===== src/rtl/route_loopback_pkg.sv =====
// Shared definitions for the routing-arc loopback checker.
//
// Contents:
//   state_e      - sequencer states (IDLE, LOAD, PRIME, CHECK, NEXT, DONE)
//   PRBS_W       - PRBS7 register width
//   PRBS_TAP_A/B - feedback tap positions for x^7 + x^6 + 1
//   PRBS_SEED    - value the generator restarts from for every lane
//   idxWidth()   - width of an index/counter able to hold 0..n-1, never less than 1
package route_loopback_pkg;

  typedef enum logic [2:0] {
    ST_IDLE,
    ST_LOAD,
    ST_PRIME,
    ST_CHECK,
    ST_NEXT,
    ST_DONE
  } state_e;

  localparam int PRBS_W     = 7;
  localparam int PRBS_TAP_A = 6;
  localparam int PRBS_TAP_B = 5;

  localparam logic [PRBS_W-1:0] PRBS_SEED = 7'h01;

  // A single-entry range still needs one bit of storage, so clamp at 1.
  function automatic int idxWidth(input int n);
    return (n > 1) ? $clog2(n) : 1;
  endfunction

endpackage


===== src/rtl/route_prbs7_gen.sv =====
// PRBS7 stimulus source shared by every loopback lane.
//
// Fibonacci LFSR for x^7 + x^6 + 1, shifting left; the new LSB is
// bit6 ^ bit5 and the emitted bit is the MSB.
//
// Ports:
//   clk     in  system clock
//   rst     in  asynchronous active-high reset (register returns to the seed)
//   load    in  reload the seed on the next edge (wins over advance)
//   advance in  step the sequence on the next edge
//   bit_o   out current stimulus bit (register MSB)
module route_prbs7_gen
  import route_loopback_pkg::*;
(
  input  logic clk,
  input  logic rst,
  input  logic load,
  input  logic advance,
  output logic bit_o
);

  logic [PRBS_W-1:0] lfsr_q;
  logic [PRBS_W-1:0] lfsr_d;

  // Next LFSR value: reload takes priority so every lane starts from the
  // same point of the sequence, otherwise shift in the feedback bit.
  always_comb begin
    lfsr_d = lfsr_q;
    if (load) begin
      lfsr_d = PRBS_SEED;
    end else if (advance) begin
      lfsr_d = {lfsr_q[PRBS_W-2:0], lfsr_q[PRBS_TAP_A] ^ lfsr_q[PRBS_TAP_B]};
    end
  end

  // LFSR register.
  always_ff @(posedge clk or posedge rst) begin
    if (rst) begin
      lfsr_q <= PRBS_SEED;
    end else begin
      lfsr_q <= lfsr_d;
    end
  end

  assign bit_o = lfsr_q[PRBS_W-1];

endmodule


===== src/rtl/route_loopback_sequencer.sv =====
// Scheduler that tests NUM_ROUTES routed loopback arcs one after another
// from a single PRBS7 source. For each lane it primes the path for PATH_LAT
// cycles, then compares TEST_LEN returned bits against a delayed copy of the
// transmitted stream, and finally records whether that lane saw any error.
//
// Optional build macro: ROUTE_LOOPBACK_FIRST_ERR_EN adds capture of the lane
// and CHECK-cycle index of the first mismatch of the sweep.
//
// Ports:
//   clk             in   system clock
//   rst             in   asynchronous active-high reset
//   start           in   one-cycle pulse, starts a sweep from IDLE or DONE
//   lane_sel_o      out  one-hot enable of the lane being exercised
//   tx_o            out  stimulus bit driven into the selected route
//   rx_i            in   returned bits, one per lane
//   busy            out  sweep in progress
//   done            out  sweep finished, held until the next accepted start
//   fail_mask       out  bit i set when lane i saw at least one mismatch
//   err_count       out  saturating total of mismatches across the sweep
//   first_err_valid out  (macro only) a mismatch has been captured
//   first_err_lane  out  (macro only) lane of the first mismatch
//   first_err_bit   out  (macro only) CHECK index of the first mismatch
module route_loopback_sequencer
  import route_loopback_pkg::*;
#(
  parameter int NUM_ROUTES = 8,
  parameter int PATH_LAT   = 2,
  parameter int TEST_LEN   = 256,
  parameter int CNT_W      = 16
) (
  input  logic                  clk,
  input  logic                  rst,
  input  logic                  start,
  output logic [NUM_ROUTES-1:0] lane_sel_o,
  output logic                  tx_o,
  input  logic [NUM_ROUTES-1:0] rx_i,
  output logic                  busy,
  output logic                  done,
  output logic [NUM_ROUTES-1:0] fail_mask,
  output logic [CNT_W-1:0]      err_count
`ifdef ROUTE_LOOPBACK_FIRST_ERR_EN
  ,
  output logic                              first_err_valid,
  output logic [idxWidth(NUM_ROUTES)-1:0]   first_err_lane,
  output logic [idxWidth(TEST_LEN)-1:0]     first_err_bit
`endif
);

  localparam int LANE_W = idxWidth(NUM_ROUTES);
  localparam int CYC_W  = idxWidth((TEST_LEN > PATH_LAT) ? TEST_LEN : PATH_LAT);

  state_e                  state_q, state_d;
  logic [LANE_W-1:0]       laneIdx_q, laneIdx_d;
  logic [CYC_W-1:0]        cyc_q, cyc_d;
  logic                    laneErr_q, laneErr_d;
  logic [NUM_ROUTES-1:0]   failMask_q, failMask_d;
  logic [CNT_W-1:0]        errCount_q, errCount_d;

  logic prbsLoad;
  logic prbsAdvance;
  logic prbsBit;
  logic expBit;
  logic rxBit;
  logic mismatch;

  route_prbs7_gen u_prbs (
    .clk     (clk),
    .rst     (rst),
    .load    (prbsLoad),
    .advance (prbsAdvance),
    .bit_o   (prbsBit)
  );

  // The stream only reaches the route while priming or checking; LOAD and
  // NEXT drive a quiet zero so consecutive lanes are separated by idle bits.
  assign tx_o = ((state_q == ST_PRIME) || (state_q == ST_CHECK)) ? prbsBit : 1'b0;

  // Reference for the returned bit: the transmitted stream delayed by the
  // path latency. With zero latency the current bit is the reference.
  generate
    if (PATH_LAT == 0) begin : gNoDelay
      assign expBit = tx_o;
    end else begin : gDelay
      logic [PATH_LAT-1:0] dly_q;
      logic [PATH_LAT-1:0] dly_d;

      // Shift line of transmitted bits, emptied when a new lane is loaded
      // so nothing from the previous lane leaks into the comparison.
      always_comb begin
        dly_d = PATH_LAT'({dly_q, tx_o});
        if (state_q == ST_LOAD) begin
          dly_d = '0;
        end
      end

      // Delay line register.
      always_ff @(posedge clk or posedge rst) begin
        if (rst) begin
          dly_q <= '0;
        end else begin
          dly_q <= dly_d;
        end
      end

      assign expBit = dly_q[PATH_LAT-1];
    end
  endgenerate

  assign rxBit    = rx_i[laneIdx_q];
  assign mismatch = (state_q == ST_CHECK) && (rxBit != expBit);

  // Next-state and output logic. Results are cleared on the same edge that
  // accepts start; a saturated error counter stops counting but the lane
  // flag still records the error so fail_mask stays accurate.
  always_comb begin
    state_d     = state_q;
    laneIdx_d   = laneIdx_q;
    cyc_d       = cyc_q;
    laneErr_d   = laneErr_q;
    failMask_d  = failMask_q;
    errCount_d  = errCount_q;
    prbsLoad    = 1'b0;
    prbsAdvance = 1'b0;
    busy        = 1'b0;
    done        = 1'b0;
    lane_sel_o  = '0;

    case (state_q)
      ST_IDLE, ST_DONE: begin
        done = (state_q == ST_DONE);
        if (start) begin
          state_d    = ST_LOAD;
          laneIdx_d  = '0;
          cyc_d      = '0;
          laneErr_d  = 1'b0;
          failMask_d = '0;
          errCount_d = '0;
        end
      end

      ST_LOAD: begin
        busy       = 1'b1;
        lane_sel_o = NUM_ROUTES'(1) << laneIdx_q;
        prbsLoad   = 1'b1;
        cyc_d      = '0;
        state_d    = (PATH_LAT > 0) ? ST_PRIME : ST_CHECK;
      end

      ST_PRIME: begin
        busy        = 1'b1;
        lane_sel_o  = NUM_ROUTES'(1) << laneIdx_q;
        prbsAdvance = 1'b1;
        if (cyc_q == CYC_W'(PATH_LAT - 1)) begin
          cyc_d   = '0;
          state_d = ST_CHECK;
        end else begin
          cyc_d = cyc_q + 1'b1;
        end
      end

      ST_CHECK: begin
        busy        = 1'b1;
        lane_sel_o  = NUM_ROUTES'(1) << laneIdx_q;
        prbsAdvance = 1'b1;
        if (mismatch) begin
          laneErr_d = 1'b1;
          if (errCount_q != '1) begin
            errCount_d = errCount_q + 1'b1;
          end
        end
        if (cyc_q == CYC_W'(TEST_LEN - 1)) begin
          cyc_d   = '0;
          state_d = ST_NEXT;
        end else begin
          cyc_d = cyc_q + 1'b1;
        end
      end

      ST_NEXT: begin
        busy                  = 1'b1;
        failMask_d[laneIdx_q] = laneErr_q;
        laneErr_d             = 1'b0;
        if (laneIdx_q == LANE_W'(NUM_ROUTES - 1)) begin
          state_d = ST_DONE;
        end else begin
          laneIdx_d = laneIdx_q + 1'b1;
          state_d   = ST_LOAD;
        end
      end

      default: begin
        state_d = ST_IDLE;
      end
    endcase
  end

  // Sequencer state and result registers.
  always_ff @(posedge clk or posedge rst) begin
    if (rst) begin
      state_q    <= ST_IDLE;
      laneIdx_q  <= '0;
      cyc_q      <= '0;
      laneErr_q  <= 1'b0;
      failMask_q <= '0;
      errCount_q <= '0;
    end else begin
      state_q    <= state_d;
      laneIdx_q  <= laneIdx_d;
      cyc_q      <= cyc_d;
      laneErr_q  <= laneErr_d;
      failMask_q <= failMask_d;
      errCount_q <= errCount_d;
    end
  end

  assign fail_mask = failMask_q;
  assign err_count = errCount_q;

`ifdef ROUTE_LOOPBACK_FIRST_ERR_EN
  localparam int BIT_W = idxWidth(TEST_LEN);

  logic              startAccept;
  logic              firstValid_q;
  logic [LANE_W-1:0] firstLane_q;
  logic [BIT_W-1:0]  firstBit_q;

  assign startAccept = start && ((state_q == ST_IDLE) || (state_q == ST_DONE));

  // Sticky capture of the first mismatch; only a new sweep or reset clears it.
  always_ff @(posedge clk or posedge rst) begin
    if (rst) begin
      firstValid_q <= 1'b0;
      firstLane_q  <= '0;
      firstBit_q   <= '0;
    end else if (startAccept) begin
      firstValid_q <= 1'b0;
      firstLane_q  <= '0;
      firstBit_q   <= '0;
    end else if (mismatch && !firstValid_q) begin
      firstValid_q <= 1'b1;
      firstLane_q  <= laneIdx_q;
      firstBit_q   <= BIT_W'(cyc_q);
    end
  end

  assign first_err_valid = firstValid_q;
  assign first_err_lane  = firstLane_q;
  assign first_err_bit   = firstBit_q;
`endif

endmodule


===== config.mk =====
export PLATFORM = sky130hd
export DESIGN_NAME = route_loopback_sequencer
export DESIGN_NICKNAME = d
export VERILOG_FILES = /design/src/rtl/route_loopback_pkg.sv /design/src/rtl/route_prbs7_gen.sv /design/src/rtl/route_loopback_sequencer.sv
export SDC_FILE = /design/constraint.sdc
export NUM_CORES = 1
export LEC_CHECK = 0
export ABC_AREA = 1
export CAP_MARGIN = 10
export CELL_PAD_IN_SITES_DETAIL_PLACEMENT = 2
export CELL_PAD_IN_SITES_GLOBAL_PLACEMENT = 2
export CORE_ASPECT_RATIO = 1.1
export CORE_MARGIN = 2
export CORE_UTILIZATION = 30
export DETAILED_ROUTE_END_ITERATION = 8
export PLACE_DENSITY = 0.89
export SLEW_MARGIN = 0
export SYNTH_ARGS = -nofsm -noshare
export SYNTH_HDL_FRONTEND = slang
export SYNTH_SLANG_ARGS = --single-unit

===== constraint.sdc =====
create_clock -name clk -period 2.4 [get_ports clk]
set_clock_uncertainty 0.05 [all_clocks]
set_input_delay 0.48 -clock clk [delete_from_list [all_inputs] [get_ports clk]]
set_output_delay 0.48 -clock clk [all_outputs]
set_load 0.03 [all_outputs]

# After elaboration in Yosys (flattened, before gate mapping)
# Cells that the tools add are included.
[word_totals]
wordCells = 84
reg_bits = 48
in_bits = 11
output_inout_bits = 35
[classes]
order_cmp = 2
n_eq_ne = 16
bitwise_logic = 1
shift = 1
reduce_logical = 19
addsub = 3
muxes = 34
[op_table]
columns = ["operator", "count"]
rows = [
  ["2-to-1 mux 16 bit", 3],
  ["2-to-1 mux 8 bit", 4],
  ["case mux 16 bit (2 select lines)", 1],
  ["case mux 8 bit (4 select lines)", 1],
  ["2-to-1 mux 3 bit", 6],
  ["adder 16 x 1 -> 16 bit (second input constant)", 1],
  ["inequality test 16 bit (second input constant)", 1],
  ["case mux 8 bit (2 select lines)", 1],
  ["case mux 3 bit (5 select lines)", 1],
  ["2-to-1 mux 7 bit", 2],
  ["== test 3 bit (second input constant)", 3],
  ["2-to-1 mux 1 bit", 9],
  ["AND reduction 3 bit", 3],
  ["adder 8 x 1 -> 8 bit (second input constant)", 1],
  ["bitwise mux 8 bit", 1],
  ["== test 8 x 1 -> 1 bit (second input constant)", 1],
  ["== test 8 bit (second input constant)", 1],
  ["<< shifter 1 x 3 -> 8 bit (first input constant)", 1],
  ["== test 3 x 2 -> 1 bit (second input constant)", 2],
  ["inequality test 2 x 1 -> 1 bit (second input constant)", 3],
  ["inequality test 2 bit (second input constant)", 3],
  ["case mux 3 bit (2 select lines)", 1],
  ["nonzero test 2 bit", 3],
  ["< comparator 3 x 4 -> 1 bit (second input constant)", 1],
  ["19 further kinds", 22],
]

# Logic depth before layout (Yosys ltp)
[logic_depth]
word_depth = 6
mapped_depth = 13

# By module
# A second synthesis with hierarchy kept.
[hier_totals]
hier_cells = 421
hier_area_um2 = 3019.1
[by_module_without_submodules]
columns = ["module", "instances", "seq_area_each_um2", "cells_each", "area_each_um2"]
rows = [
  ["route_loopback_sequencer", 1, 1026.0, 385, 2690.1],
  ["route_prbs7_gen", 1, 176.4, 36, 329.1],
]

# Least setup slack after synthesis
# Ideal clock, no wire load.
[synth_path]
kind = "register to output"
startpoint = "register laneIdx_q[0]"
endpoint = "output lane_sel_o[0]"
path_slack_ns = 0.286
required_time_ns = 1.870
stages_incl_launch_ff = 7
arrival_time_ns = 1.584
path_cell_list = "dfrtp_1 -> buf_6 -> inv_2 -> buf_6 -> ha_1 -> inv_1 -> nor3_1"
[synth_between]
elab_chain_cells = 2
[synth_rtl]
columns = ["item", "line_no", "source"]
rows = [
  ["from (decl)", "route_loopback_sequencer.sv:53", "logic [LANE_W-1:0] laneIdx_q, laneIdx_d;"],
  ["from (signal assigned)", "route_loopback_sequencer.sv:208", "laneIdx_q <= laneIdx_d;"],
  ["<< shifter 1 x 3 -> 8 bit", "route_loopback_sequencer.sv:143, route_loopback_sequencer.sv:151, route_loopback_sequencer.sv:163", ""],
  ["2-to-1 mux 8 bit", "n/a", ""],
  ["to (decl)", "route_loopback_sequencer.sv:34", "output logic [NUM_ROUTES-1:0] lane_sel_o,"],
]
# Every way passes these cells.

# Worst setup path in the final report
[layout_path]
startpoint = "register state_q[1]"
endpoint = "output tx_o"
[layout_between]
elab_chain_cells = 3
[layout_rtl]
columns = ["item", "line_no", "source"]
rows = [
  ["from (decl)", "route_loopback_sequencer.sv:52", "state_e state_q, state_d;"],
  ["from (signal assigned)", "route_loopback_sequencer.sv:207", "state_q <= state_d;"],
  ["== test 3 x 2 -> 1 bit", "route_loopback_sequencer.sv:76", "assign tx_o = ((state_q == ST_PRIME) || (state_q == ST_CHECK)) ? prbsBit : 1'b0;"],
  ["logical OR 1 bit (*)", "route_loopback_sequencer.sv:76", ""],
  ["2-to-1 mux 1 bit (*)", "route_loopback_sequencer.sv:76", ""],
  ["to (decl)", "route_loopback_sequencer.sv:35", "output logic tx_o,"],
]
# Mark *: on every way between the ends. The rest lies on a longest branch, timed or not.

==> results.toml <==
[drt]
drc_errors = 0
via_per_inst = 5.17
postRouteWirelength_um = 10000
dr.pass1.iters = 4
wl_per_cell_um = 17.4
drt_iter0_markers = 112
via_count = 2978
ant_nets = 0

[sta]
worst_slew_pin_slew_ns = 0.452
whs_ns = 0.475
hold_violations = 0
setup_tns_ns = 0
setup_viol = 0
fin_crit_sh_pct = 92.0
fmax_mhz = 453
post-route-min-period_ns = 2.21
slew_headroom_pct = 69.9
drv_slew = 0
rsz0062_at_grt = "false"

[layout]
antennaDiodeCount = 0
areaGrowthSynthToFinish_pct = 22.7
final_cell_mix = "nand2_1 (112), inv_1 (54), nor2_1 (52), dfrtp_1 (47), clkdlybuf4s50_1 (34)"
drive_above_1_share_pct = 8.28
n_fill_cell = 1140
multi_input_area_um2 = 1430
final_common_cell = "nand2_1"
regArea_um2 = 1200
nets = 478

[clock_tree]
cts_setup_buffers = 0
tritoncts = "yes"
cts_root_buffer = "clkbuf_8"
numCtsBuffers = 5
clock-sinks = 48
clockBufferDepth = 2
htree_levels = 2
clk_pin_slew_worst_paths_ns = 0.10
insertion_delay_ns = 0.31

[synthesis]
ys_ff_latch = 48
syn_nets = 426
synth_edf_count = 0
synth.distinct_cells = 30
mappedNetlistArea_um2 = 2930
syn_inst = 406
synth_flop_cell = "dfrtp_1"
syn_area_per_cell_um2 = 7.21
synth_seq_area_share_pct = 41.1
synth_warnings = 0
async_reset_ff_share_pct = 100

[outcome]
status = "finished clean"

[critical_path]
required_ns = 1.87
critPathLaunchType = "register"
arrival_ns = 1.68
reg2reg_slack_ns = 0.31
reg2reg_to = "err_count[14]$_DFFE_PP0P_"
reg2reg_from = "err_count[10]$_DFFE_PP0P_"
reg2regPathDepth = 8
cp_max_fo = 8
end_kind = "primary output"
crit_type = "register to primary output"

[job]
maxCapViolations = 0

[placement]
gp_congestion = 0.834
io_buffer_count = 45
hpwl_um = 7240

[pwr]
ir_drop_v = 0.000426
power.total_mw = 3.20
power_leakage_nw = 1.65
power.density_nw_per_um2 = 891

[global_routing]
antenna_found_initial = 0
overflow = 0
grtUsageTotal_pct = 20.3
grt_pass1_wl_um = 17300
grt_pass1_vias = 3413
grt_max_degree = 49

[floorplan]
die_h_um = 108
coreArea_um2 = 9440
die_w_um = 98.2
pin_count = 46
rows = 37
die-area_um2 = 10600
initial_core_util_pct = 31.0

[worst_hold_path]
min_path_type = "input pin to asynchronous set/reset pin"
## sequential cells by signal, summed over array words and instances, names as in the netlist
signal	count
laneIdx_q	3
fail_mask	8
gDelay.dly_q	2
cyc_q	8
state_q	3
err_count	16
u_prbs.lfsr_q	7
laneErr_q	1
## kinds of logic (layout without fill, tap and decap cells)
| logic type | Yosys count | in the layout | share of synthesized area, % |
|---|---|---|---|
| AO/OA/AOI/OAI | 62 | 62 | 12.2 |
| XOR/XNOR | 3 | 3 | 0.897 |
| adder cells (fa/ha/maj) | 9 | 9 | 3.84 |
| buffers and inverters | 69 | 122 | 10.2 |
| flip-flops | 48 | 48 | 41.1 |
| AND/OR/NAND/NOR | 215 | 215 | 31.8 |
## Yosys cell counts (4+ instances only)
master | count | share of area [%]
nand3_1 | 13 | 2.2
o21bai_1 | 5 | 1.3
nand4_1 | 19 | 4.1
dfrtp_1 | 47 | 40
o21ai_0 | 19 | 3.2
o22ai_1 | 12 | 2.6
nor2_1 | 52 | 6.7
inv_1 | 55 | 7.0
nor3_1 | 10 | 1.7
ha_1 | 9 | 3.8
nand2_1 | 112 | 14
a21oi_1 | 19 | 3.2
buf_2 | 4 | 0.68
## cell type report
| cell class | instances | area share (%) |
|---|---|---|
| clock buffer | 6 | 2.30 |
| timing repair buffer | 55 | 13.9 |
| clock inverter | 2 | 0.418 |
| sequential | 48 | 33.4 |
| multi-input combinational | 289 | 39.7 |
| tap | 117 | 4.07 |
| inverter | 59 | 6.16 |
## per-layer routing
layer	share of wire (%)	global-route usage, %	wire length [um]	up-vias
li1	-	-	-	1409
met1	41	23.5	4070	1514
met2	55	39.2	5540	41
met3	2.0	2.40	201	14
met4	2.1	5.77	215	0
met5	0	0	0	-
## stage by stage
step	utilization [%]	instance area, um2	instances	setup WS (ns)
finish	38.1	3590	576	0.192
global route	38.1	3590	576	0.0181
CTS	38.4	3620	576	0.0126
detailed placement	37.5	3540	568	0.132
global placement	37.5	3540	568	0.264
floorplan	-	2930	406	0.286
## worst max path at each step
stage / startpoint / endpoint / slack [ns] / cells after the start
after global placement: state_q[2]$_DFFE_PP0P_ / lane_sel_o[5] / 0.26 / 5
after detailed placement: state_q[2]$_DFFE_PP0P_ / lane_sel_o[0] / 0.13 / 5
final: state_q[1]$_DFFE_PP0P_ / tx_o / 0.19 / 5
after global routing: state_q[1]$_DFFE_PP0P_ / tx_o / 0.02 / 5
after floorplan: laneIdx_q[0]$_DFFE_PP0P_ / lane_sel_o[0] / 0.29 / 6
after CTS: laneIdx_q[1]$_DFFE_PP0P_ / lane_sel_o[7] / 0.01 / 5
## where the power goes
part           switching (mW)  internal (mW)  total [mW]
Clock                   0.307          0.234       0.542
Sequential              0.105          0.946        1.05
Combinational            1.16          0.446        1.61
## worst max-delay path, cell delays in order (launching register included)
cell and delay, ns:
dfrtp_1 0.44, inv_1 0.08, nor2_1 0.17, inv_1 0.17, nor2_1 0.11, dlygate4sd2_1 0.40
## timing repair
item	4_1_cts	5_1_grt
hold endpoints to repair	0	0
hold buffers	0	0
gates resized for setup	10	23
endpoints found under the setup margin	10	9
No activity file was read; power rests on OpenSTA's default activity.
